File: src/rtl/hazard_pkg.sv
// rtl/hazard_pkg.sv - shared state encoding and defaults for the pipeline hazard controller
package hazard_pkg;

  typedef enum logic [1:0] {
    RUN    = 2'd0,
    DRAIN  = 2'd1,
    HALTED = 2'd2
  } state_t;

  localparam int DRAIN_CYCLES_DEFAULT = 2;
  localparam int DRAIN_CNT_W          = 3;

endpackage

File: src/rtl/sat_counter.sv
// rtl/sat_counter.sv - saturating event counter, sticks at all-ones
module sat_counter #(
  parameter int CNT_W = 16
) (
  input  logic             clk,
  input  logic             rst,
  input  logic             inc,
  output logic [CNT_W-1:0] count
);

  always_ff @(posedge clk or negedge rst) begin
    if (!rst) begin
      count <= '0;
    end else if (inc && (count != {CNT_W{1'b1}})) begin
      count <= count + CNT_W'(1);
    end
  end

endmodule

File: src/rtl/hazard_ctrl.sv
// rtl/hazard_ctrl.sv - pipeline stall/flush/halt control; HAZARD_PERF_EN adds perf counters
module hazard_ctrl
  import hazard_pkg::*;
#(
  parameter int DRAIN_CYCLES = DRAIN_CYCLES_DEFAULT,
  parameter int CNT_W        = 16
) (
  input  logic             clk,
  input  logic             rst,
  input  logic [2:0]       idRs,
  input  logic [2:0]       idRt,
  input  logic             idUsesRs,
  input  logic             idUsesRt,
  input  logic             exMemRead,
  input  logic             exRegWrite,
  input  logic [2:0]       exWritereg,
  input  logic             exHalt,
  input  logic             exTakeBranch,
  input  logic             memStallReq,
  output logic             pcWriteEn,
  output logic             ifidWriteEn,
  output logic             ifidFlush,
  output logic             idexWriteEn,
  output logic             idexFlush,
  output logic             exmemWriteEn,
  output logic             haltDone,
  output logic [CNT_W-1:0] loadUseCnt,
  output logic [CNT_W-1:0] redirectCnt,
  output logic [CNT_W-1:0] memWaitCnt
);

  state_t                 state;
  logic [DRAIN_CNT_W-1:0] drain_cnt;
  logic                   load_use;

  assign load_use = exMemRead && exRegWrite &&
                    ((idUsesRs && (idRs == exWritereg)) ||
                     (idUsesRt && (idRt == exWritereg)));

  always_ff @(posedge clk or negedge rst) begin
    if (!rst) begin
      state     <= RUN;
      drain_cnt <= '0;
    end else begin
      case (state)
        RUN: begin
          if (!memStallReq && exHalt) begin
            state     <= DRAIN;
            drain_cnt <= DRAIN_CNT_W'(DRAIN_CYCLES - 1);
          end
        end
        DRAIN: begin
          if (!memStallReq) begin
            if (drain_cnt == '0) begin
              state <= HALTED;
            end else begin
              drain_cnt <= drain_cnt - DRAIN_CNT_W'(1);
            end
          end
        end
        HALTED: begin
          state <= HALTED;
        end
        default: begin
          state <= RUN;
        end
      endcase
    end
  end

  // Controls act in the same cycle as the hazard so the pipeline registers see them at the next edge.
  always_comb begin
    pcWriteEn    = 1'b1;
    ifidWriteEn  = 1'b1;
    ifidFlush    = 1'b0;
    idexWriteEn  = 1'b1;
    idexFlush    = 1'b0;
    exmemWriteEn = 1'b1;
    haltDone     = 1'b0;
    case (state)
      RUN: begin
        if (memStallReq) begin
          pcWriteEn    = 1'b0;
          ifidWriteEn  = 1'b0;
          idexWriteEn  = 1'b0;
          exmemWriteEn = 1'b0;
        end else if (exHalt) begin
          pcWriteEn = 1'b0;
          ifidFlush = 1'b1;
          idexFlush = 1'b1;
        end else if (exTakeBranch) begin
          ifidFlush = 1'b1;
          idexFlush = 1'b1;
        end else if (load_use) begin
          pcWriteEn   = 1'b0;
          ifidWriteEn = 1'b0;
          idexFlush   = 1'b1;
        end
      end
      DRAIN: begin
        if (memStallReq) begin
          pcWriteEn    = 1'b0;
          ifidWriteEn  = 1'b0;
          idexWriteEn  = 1'b0;
          exmemWriteEn = 1'b0;
        end else begin
          pcWriteEn = 1'b0;
          ifidFlush = 1'b1;
          idexFlush = 1'b1;
        end
      end
      HALTED: begin
        pcWriteEn    = 1'b0;
        ifidWriteEn  = 1'b0;
        idexWriteEn  = 1'b0;
        exmemWriteEn = 1'b0;
        haltDone     = 1'b1;
      end
      default: begin
        haltDone = 1'b0;
      end
    endcase
  end

`ifdef HAZARD_PERF_EN
  logic lu_win;
  logic rd_win;
  logic mw_win;

  assign mw_win = memStallReq && ((state == RUN) || (state == DRAIN));
  assign rd_win = (state == RUN) && !memStallReq && !exHalt && exTakeBranch;
  assign lu_win = (state == RUN) && !memStallReq && !exHalt && !exTakeBranch && load_use;

  sat_counter #(.CNT_W(CNT_W)) u_load_use_cnt (
    .clk   (clk),
    .rst   (rst),
    .inc   (lu_win),
    .count (loadUseCnt)
  );

  sat_counter #(.CNT_W(CNT_W)) u_redirect_cnt (
    .clk   (clk),
    .rst   (rst),
    .inc   (rd_win),
    .count (redirectCnt)
  );

  sat_counter #(.CNT_W(CNT_W)) u_mem_wait_cnt (
    .clk   (clk),
    .rst   (rst),
    .inc   (mw_win),
    .count (memWaitCnt)
  );
`else
  assign loadUseCnt  = '0;
  assign redirectCnt = '0;
  assign memWaitCnt  = '0;
`endif

endmodule

File: config.mk
export PLATFORM = sky130hd
export DESIGN_NAME = hazard_ctrl
export DESIGN_NICKNAME = d
export VERILOG_FILES = /design/src/rtl/hazard_pkg.sv /design/src/rtl/sat_counter.sv /design/src/rtl/hazard_ctrl.sv
export SDC_FILE = /design/constraint.sdc
export NUM_CORES = 1
export LEC_CHECK = 0
export ABC_AREA = 1
export BUFFER_PORTS_ARGS = -buffer_cell sky130_fd_sc_hd__buf_2
export CAP_MARGIN = 25
export CORE_MARGIN = 5
export CORE_UTILIZATION = 35
export DETAILED_ROUTE_END_ITERATION = 10
export HOLD_SLACK_MARGIN = 0.08
export PLACE_DENSITY = 0.83
export RECOVER_POWER = 25
export SETUP_SLACK_MARGIN = 0.15
export SLEW_MARGIN = 30
export SYNTH_ARGS = -nofsm -noshare
export SYNTH_HDL_FRONTEND = slang
export SYNTH_SLANG_ARGS = --single-unit
File: constraint.sdc
create_clock -name clk -period 2.3 [get_ports clk]
set_input_delay 0 -clock clk [delete_from_list [all_inputs] [get_ports clk]]
set_output_delay 0 -clock clk [all_outputs]
set_load 0.02 [all_outputs]
==> impl_results.rst, run 1 <==
.. list-table::
   :header-rows: 1

   * - Metric
     - Value
   * - Number of setup violations in the final report
     - 0
   * - Shortest clock period the worst path allows after layout
     - 1630 ps
   * - Worst Setup Start Kind
     - register
   * - RSZ-0062 raised after global routing
     - no
   * - Power density relative to cell area
     - 926 nW/µm²
   * - Fraction of layout cells with a size suffix above 1
     - 19.8%
   * - Last weighted congestion value of the routability-driven placer
     - 0.799
   * - Part of the cycle the worst path needs
     - 70.8%
   * - Sequential cell area fraction in the yosys report
     - 13.6%
   * - Post CTS Setup Buffer Count
     - 0
   * - Number of buffers between clock root and the deepest sink
     - 2
   * - Final routed DRC violation total
     - 0
   * - Row count
     - 18
   * - Wire length reported by the detailed router
     - 1.54 mm
   * - Path class of the lowest-slack min-delay path
     - input port to async pin
   * - Standard cell core area
     - 2500 µm²
   * - Leakage power total
     - 0.605 nW
   * - Initial core utilization
     - 36.8%
   * - Die Area
     - 3750 µm²
   * - Arrival time worst endpoint
     - 1630 ps
   * - Worst setup margin
     - 671 ps
   * - Area taken by flip-flops and latches
     - 125 µm²
   * - Register bit count reported by yosys
     - 5
   * - Reg-to-reg slack, setup
     - 890 ps
   * - Count of cells along the worst register-to-register path
     - 9
   * - Highest-count cells in the layout ignoring fill and taps
     - sky130_fd_sc_hd__conb_1, sky130_fd_sc_hd__nand2_1, sky130_fd_sc_hd__buf_2
   * - Area of the mapped netlist
     - 920 µm²
   * - Capturing point of the worst reg2reg path
     - drain_cnt[2]
   * - Number of vias per cell
     - 3.62
   * - Required time of the worst setup path
     - 2300 ps
   * - Inst Count DP
     - 192
   * - Startpoint-to-endpoint class of the critical path
     - register to output port
   * - Fill cell total of the finished layout
     - 294
   * - Highest clock rate
     - 0.614 GHz
   * - Max cap viols
     - 0
   * - Number of nets in the layout
     - 192
   * - Routed wirelength normalized by instance count
     - 7.83 µm
   * - VDD IR-drop max
     - 0.572 mV
   * - Critical path capture point type
     - output port
   * - Residual overflow from global routing
     - 0
   * - Most common cell after layout, fill and taps aside
     - sky130_fd_sc_hd__conb_1
   * - Capture point of the critical path
     - idexFlush
   * - Number of antenna violations at the first check in global routing
     - 0
   * - Average instance area after synthesis
     - 6.57 µm²
   * - Footprint of the multi-input gates
     - 528 µm²
   * - Gate count after technology mapping
     - 140
   * - I/O pins
     - 73
   * - Final HPWL DP
     - 1.43 mm
   * - Remaining antenna violation count after routing
     - 0
   * - Largest net degree at the start of global routing
     - 7
   * - Clock insertion delay at the later pin of the skew report
     - 240 ps
   * - Fin Clk Skew
     - 3.71 ps
   * - Final Max Tran Viols
     - 0
   * - Antenna Cells
     - 0
   * - Count of synthesis-stage warnings from yosys
     - 0
   * - Critical-path maximum fanout
     - 6
   * - Die height
     - 61.3 µm
   * - Run status
     - complete, no violations
   * - Start point of the critical path
     - state[1]
   * - IO buf count
     - 24
   * - Clock tree from TritonCTS
     - done
   * - Cts bufs inserted
     - 3
   * - Detailed Route Iter0 Violations
     - 7
   * - Post-Place Worst Slack
     - 898 ps
   * - Max H-tree Level
     - 1
   * - Number of global-route vias before repair
     - 537
   * - Clock Pin Slew Worst Setup and Hold Paths
     - 40 ps
   * - Hold Violations, Final
     - 0
   * - Die W
     - 61.3 µm
   * - Number of cells upsized or downsized after cts
     - 0
   * - GRT Total Usage
     - 7.43%
   * - Clk root buf
     - sky130_fd_sc_hd__clkbuf_4
   * - Synth-to-Final Area Change
     - 0.136%
   * - Number of standard cells in the final layout excluding fillers
     - 197
   * - Global-route wire length before repair
     - 2.13 mm
   * - Drt first pass iters
     - 3
   * - Critical register-to-register path startpoint
     - state[1]
   * - Routed vias
     - 713
   * - Total Negative Setup Slacks
     - 0 ps
   * - Count of clock tree sinks
     - 5
   * - Number of distinct standard cells referenced by the synthesized netlist
     - 18
[worst min path at each step]
stage | from | to | slack [ps] | cells after the start
after detailed placement | rst | drain_cnt[2] | -180 | 1
after global placement | rst | drain_cnt[2] | -180 | 1
after global routing | rst | drain_cnt[2] | 170 | 2
after floorplan | rst | drain_cnt[0] | -300 | 0
final | rst | drain_cnt[2] | 140 | 2
after CTS | rst | drain_cnt[2] | 100 | 2
[sequential cells by signal (all words and copies together) (netlist names)]
| name | count |
|---|---|
| state | 2 |
| drain_cnt | 3 |
[Yosys cell counts]
cell type / number / area share, %
sky130_fd_sc_hd__conb_1: 1 / 0.41
sky130_fd_sc_hd__o22ai_1: 1 / 0.68
sky130_fd_sc_hd__inv_1: 19 / 7.8
sky130_fd_sc_hd__o21ai_0: 7 / 3.8
sky130_fd_sc_hd__o21bai_1: 1 / 0.82
sky130_fd_sc_hd__a22oi_2: 1 / 1.4
sky130_fd_sc_hd__nand2_1: 31 / 13
sky130_fd_sc_hd__ha_1: 6 / 8.2
sky130_fd_sc_hd__nor2_2: 2 / 1.4
sky130_fd_sc_hd__nand2_2: 1 / 0.68
sky130_fd_sc_hd__inv_2: 1 / 0.41
sky130_fd_sc_hd__o21ai_2: 1 / 0.95
sky130_fd_sc_hd__xor2_1: 1 / 0.95
sky130_fd_sc_hd__nor2_1: 9 / 3.7
sky130_fd_sc_hd__nand3_2: 1 / 1.1
sky130_fd_sc_hd__dfrtp_1: 5 / 14
sky130_fd_sc_hd__nand3_1: 3 / 1.6
sky130_fd_sc_hd__buf_4: 49 / 40
[cell type report]
class,instances,share of cell area [%]
tap,30,4.08
clock buffer,4,2.85
sequential,5,13.6
inverter,20,8.15
timing repair buffer,25,14.0
multi-input combinational,113,57.3
[worst max-delay path: stages, from the launching register on]
cell and delay, ps:
sky130_fd_sc_hd__dfrtp_1 420, sky130_fd_sc_hd__inv_1 100, sky130_fd_sc_hd__ha_1 160, sky130_fd_sc_hd__inv_2 60, sky130_fd_sc_hd__nor2_2 130, sky130_fd_sc_hd__o21ai_0 120
sky130_fd_sc_hd__o21ai_2 80, sky130_fd_sc_hd__o21bai_1 120, sky130_fd_sc_hd__buf_2 180
[power breakdown]
group | total, mW | switching (mW) | internal [mW]
combinational | 0.589 | 0.405 | 0.184
clock | 0.0994 | 0.0340 | 0.0655
sequential | 0.164 | 0.0331 | 0.131
[routing by layer]
| metal | wire length, µm | global-route usage [%] | up-vias | part of all wire (%) |
|---|---|---|---|---|
| li1 | - | - | 376 | - |
| met1 | 548 | 9.05 | 296 | 36 |
| met2 | 713 | 11.9 | 39 | 46 |
| met3 | 261 | 2.73 | 2 | 17 |
| met4 | 19 | 2.79 | 0 | 1.2 |
| met5 | 0 | 0 | - | 0 |
[cell families after synthesis]
logic type      Yosys count  synth area share (%)
xor+xnor                  1                 0.953
buf+inv                  69                  48.2
compound gates           11                  7.62
simple gates             47                  21.1
other cells               1                 0.408
flops                     5                  13.6
fa+ha+maj                 6                  8.16
[metrics by stage]
step	utilization [%]	instance area (µm²)	total power [mW]	hold WS [ps]
2_1_floorplan	-	1100	0.683	-296
3_3_place_gp	35.4	886	0.747	-178
3_5_place_dp	35.4	886	0.753	-176
4_1_cts	36.9	922	0.861	98.2
5_1_grt	36.8	921	0.950	173
6_report	36.8	921	0.853	139
[timing repair]
action	in CTS	in global routing
endpoints found under the hold margin	5	0
endpoints found under the setup margin	0	0
hold buffers	1	0
No activity file was read; power rests on OpenSTA's default activity.
==> run 2, diff against run 1 <==
- PLACE_DENSITY: 0.83 -> 0.86
- clock period: 2.3 -> 1.4 ns (I/O delays scaled with it)
==> impl_results.rst, run 2 (synthesis gave the netlist of run 1 again) <==
.. list-table::
   :header-rows: 1

   * - Metric
     - Value
   * - Run status
     - finished with violations
   * - Failing checks
     - negative setup slack
   * - I/O pins
     - 73 (unchanged)
   * - Chain of cells forming the critical path
     - inv_2 -> ha_4 -> inv_4 -> nor2_4 -> o21ai_2 -> o21ai_4 -> o21bai_4 -> buf_6
   * - Highest-count cells in the layout ignoring fill and taps
     - sky130_fd_sc_hd__conb_1, sky130_fd_sc_hd__nand2_1, sky130_fd_sc_hd__buf_2
   * - Antenna Cells
     - 0 (unchanged)
   * - Number of setup violations in the final report
     - 3 (+3)
   * - Worst hold slack
     - 147 ps (+7.94 ps)
   * - Count of clock tree sinks
     - 5 (unchanged)
   * - Fraction of layout cells with a size suffix above 1
     - 29.1% (+9.4 points)
   * - Power density relative to cell area
     - 1730 nW/µm² (+87%)
   * - Start point of the critical path
     - state[0]
   * - Most common cell after layout, fill and taps aside
     - sky130_fd_sc_hd__conb_1
   * - Fin Clk Skew
     - 2.05 ps (-1.65 ps)
   * - Detailed Route Iter0 Violations
     - 18 (+11)
   * - Cts bufs inserted
     - 3 (unchanged)
   * - Post-Place Worst Slack
     - 22.6 ps (-875 ps)
   * - Number of nets in the layout
     - 200 (+4.2%)
   * - Die height
     - 61.3 µm (unchanged)
   * - IO buf count
     - 24 (unchanged)
   * - Initial core utilization
     - 36.8% (unchanged)
   * - Startpoint-to-endpoint class of the critical path
     - register to output port
   * - Drt first pass iters
     - 2 (-1)
   * - Clock insertion delay at the later pin of the skew report
     - 230 ps (about the same)
   * - Arrival time worst endpoint
     - 1430 ps (-200 ps)
   * - Largest net degree at the start of global routing
     - 6 (-1)
   * - Row count
     - 18 (unchanged)
   * - Slowest CP cell
     - sky130_fd_sc_hd__dfrtp_1
   * - Biggest regs
     - drain_cnt: 3 flops, state: 2 flops
   * - Number of vias per cell
     - 3.64 (+0.55%)
   * - Worst setup margin
     - -27.5 ps (-698 ps)
   * - Number of flip-flops in the largest register
     - 3 (unchanged)
   * - Final Max Tran Viols
     - 0 (unchanged)
   * - Residual overflow from global routing
     - 0 (unchanged)
   * - Routed wirelength normalized by instance count
     - 8.46 µm (+8.1%)
   * - Required time of the worst setup path
     - 1400 ps (-900 ps)
   * - Core utilization of the finished layout
     - 43.3% (+6.5 points)
   * - Clk root buf
     - sky130_fd_sc_hd__clkbuf_4
   * - Biggest register
     - drain_cnt
   * - Remaining antenna violation count after routing
     - 0 (unchanged)
   * - Hold Violations, Final
     - 0 (unchanged)
   * - Max cap viols
     - 0 (unchanged)
   * - Number of buffers between clock root and the deepest sink
     - 2 (unchanged)
   * - Synth-to-Final Area Change
     - 17.7%
   * - Shortest clock period the worst path allows after layout
     - 1430 ps
   * - Critical register-to-register path startpoint
     - state[0]
   * - Clock tree from TritonCTS
     - done
   * - Max H-tree Level
     - 1 (unchanged)
   * - Standard cell core area
     - 2500 µm² (unchanged)
   * - Maximum cell stage delay along the critical path
     - 400 ps (-20 ps)
   * - Final routed DRC violation total
     - 0 (unchanged)
   * - VDD IR-drop max
     - 0.984 mV (+72%)
   * - Part of the cycle the worst path needs
     - 102%
   * - Wire length reported by the detailed router
     - 1.74 mm (+13%)
   * - Global-route wire length before repair
     - 2.35 mm (+10%)
   * - Worst Setup Start Kind
     - register
   * - Routed vias
     - 746 (+4.6%)
   * - Critical path capture point type
     - output port
   * - Highest clock rate
     - 0.701 GHz
   * - Clock Pin Slew Worst Setup and Hold Paths
     - 40 ps (about the same)
   * - Fill cell total of the finished layout
     - 277 (-5.8%)
   * - RSZ-0062 raised after global routing
     - yes
   * - Die Area
     - 3750 µm² (unchanged)
   * - Post-layout total power
     - 1.87 mW (+120%)
   * - Final HPWL DP
     - 1.48 mm (+2.9%)
   * - Number of global-route vias before repair
     - 599 (+12%)
   * - Path class of the lowest-slack min-delay path
     - input port to async pin
   * - Critical-path maximum fanout
     - 4 (-2)
   * - Leakage power total
     - 0.661 nW (+9.3%)
   * - Last weighted congestion value of the routability-driven placer
     - 0.749 (-6.2%)
   * - Die W
     - 61.3 µm (unchanged)
   * - Number of antenna violations at the first check in global routing
     - 0 (unchanged)
   * - GRT Total Usage
     - 8.38% (+0.95 points)
-- run 2: cell types whose count changed in the layout (fill, tap and decap cells not counted), sizes merged --
| cell | delta |
|---|---|
| buf | +8 |
-- run 2: critical path, delay by kind of cell, from the launching register on --
kind | cells | cell delay, ps
and+or+nand+nor | 1 | 120
AOI/OAI and AO/OA | 3 | 300
DFF | 1 | 400
buffers and inverters | 3 | 250
adders and majority gates | 1 | 130
-- run 2: area by class of cell --
cell class	count	area, µm²	area share (%)
Timing Repair Buffer	33	214	19.8
Sequential cell	5	125	11.6
Tap cell	30	37.5	3.47
Multi-Input combinational cell	113	602	55.6
Inverter	20	77.6	7.17
Clock buffer	4	26.3	2.43
-- run 2: timing repair --
action	in CTS	in global routing
endpoints found under the hold margin	5	0
gates resized for setup	20	7
hold buffers	1	0
setup buffers	4	1
pin swaps	6	5
endpoints found under the setup margin	9	9
-- run 2: routing by layer --
layer / share of wire (%) / GRT usage (%)
met1: 33 / 9.45
met2: 52 / 14.4
met3: 15 / 2.73
met4: 0.58 / 3.72
met5: 0 / 0
-- run 2: per-stage QoR --
step / TNS (ps) / std cells / area, µm²
after floorplan: 0 / 187 / 1120
after global placement: 0 / 195 / 932
after detailed placement: 0 / 195 / 932
after CTS: -162 / 204 / 1050
after global routing: -774 / 205 / 1080
final: -46.4 / 205 / 1080
-- run 2: final timing paths --
kind	depth (start not counted)	endpoint	slack, ps
setup / recovery	8	idexFlush	-30
hold reg to reg	2	drain_cnt[1]	550
setup reg to reg	9	state[1]	10
hold / removal	2	drain_cnt[0]	150
max in group asynchronous	2	state[1]	1040
min in group clk	4	drain_cnt[1]	220
-- run 2: power breakdown --
group	switching [mW]	internal, mW	total (mW)
Combinational	0.849	0.608	1.46
Clock	0.0528	0.107	0.160
Sequential	0.0368	0.216	0.252
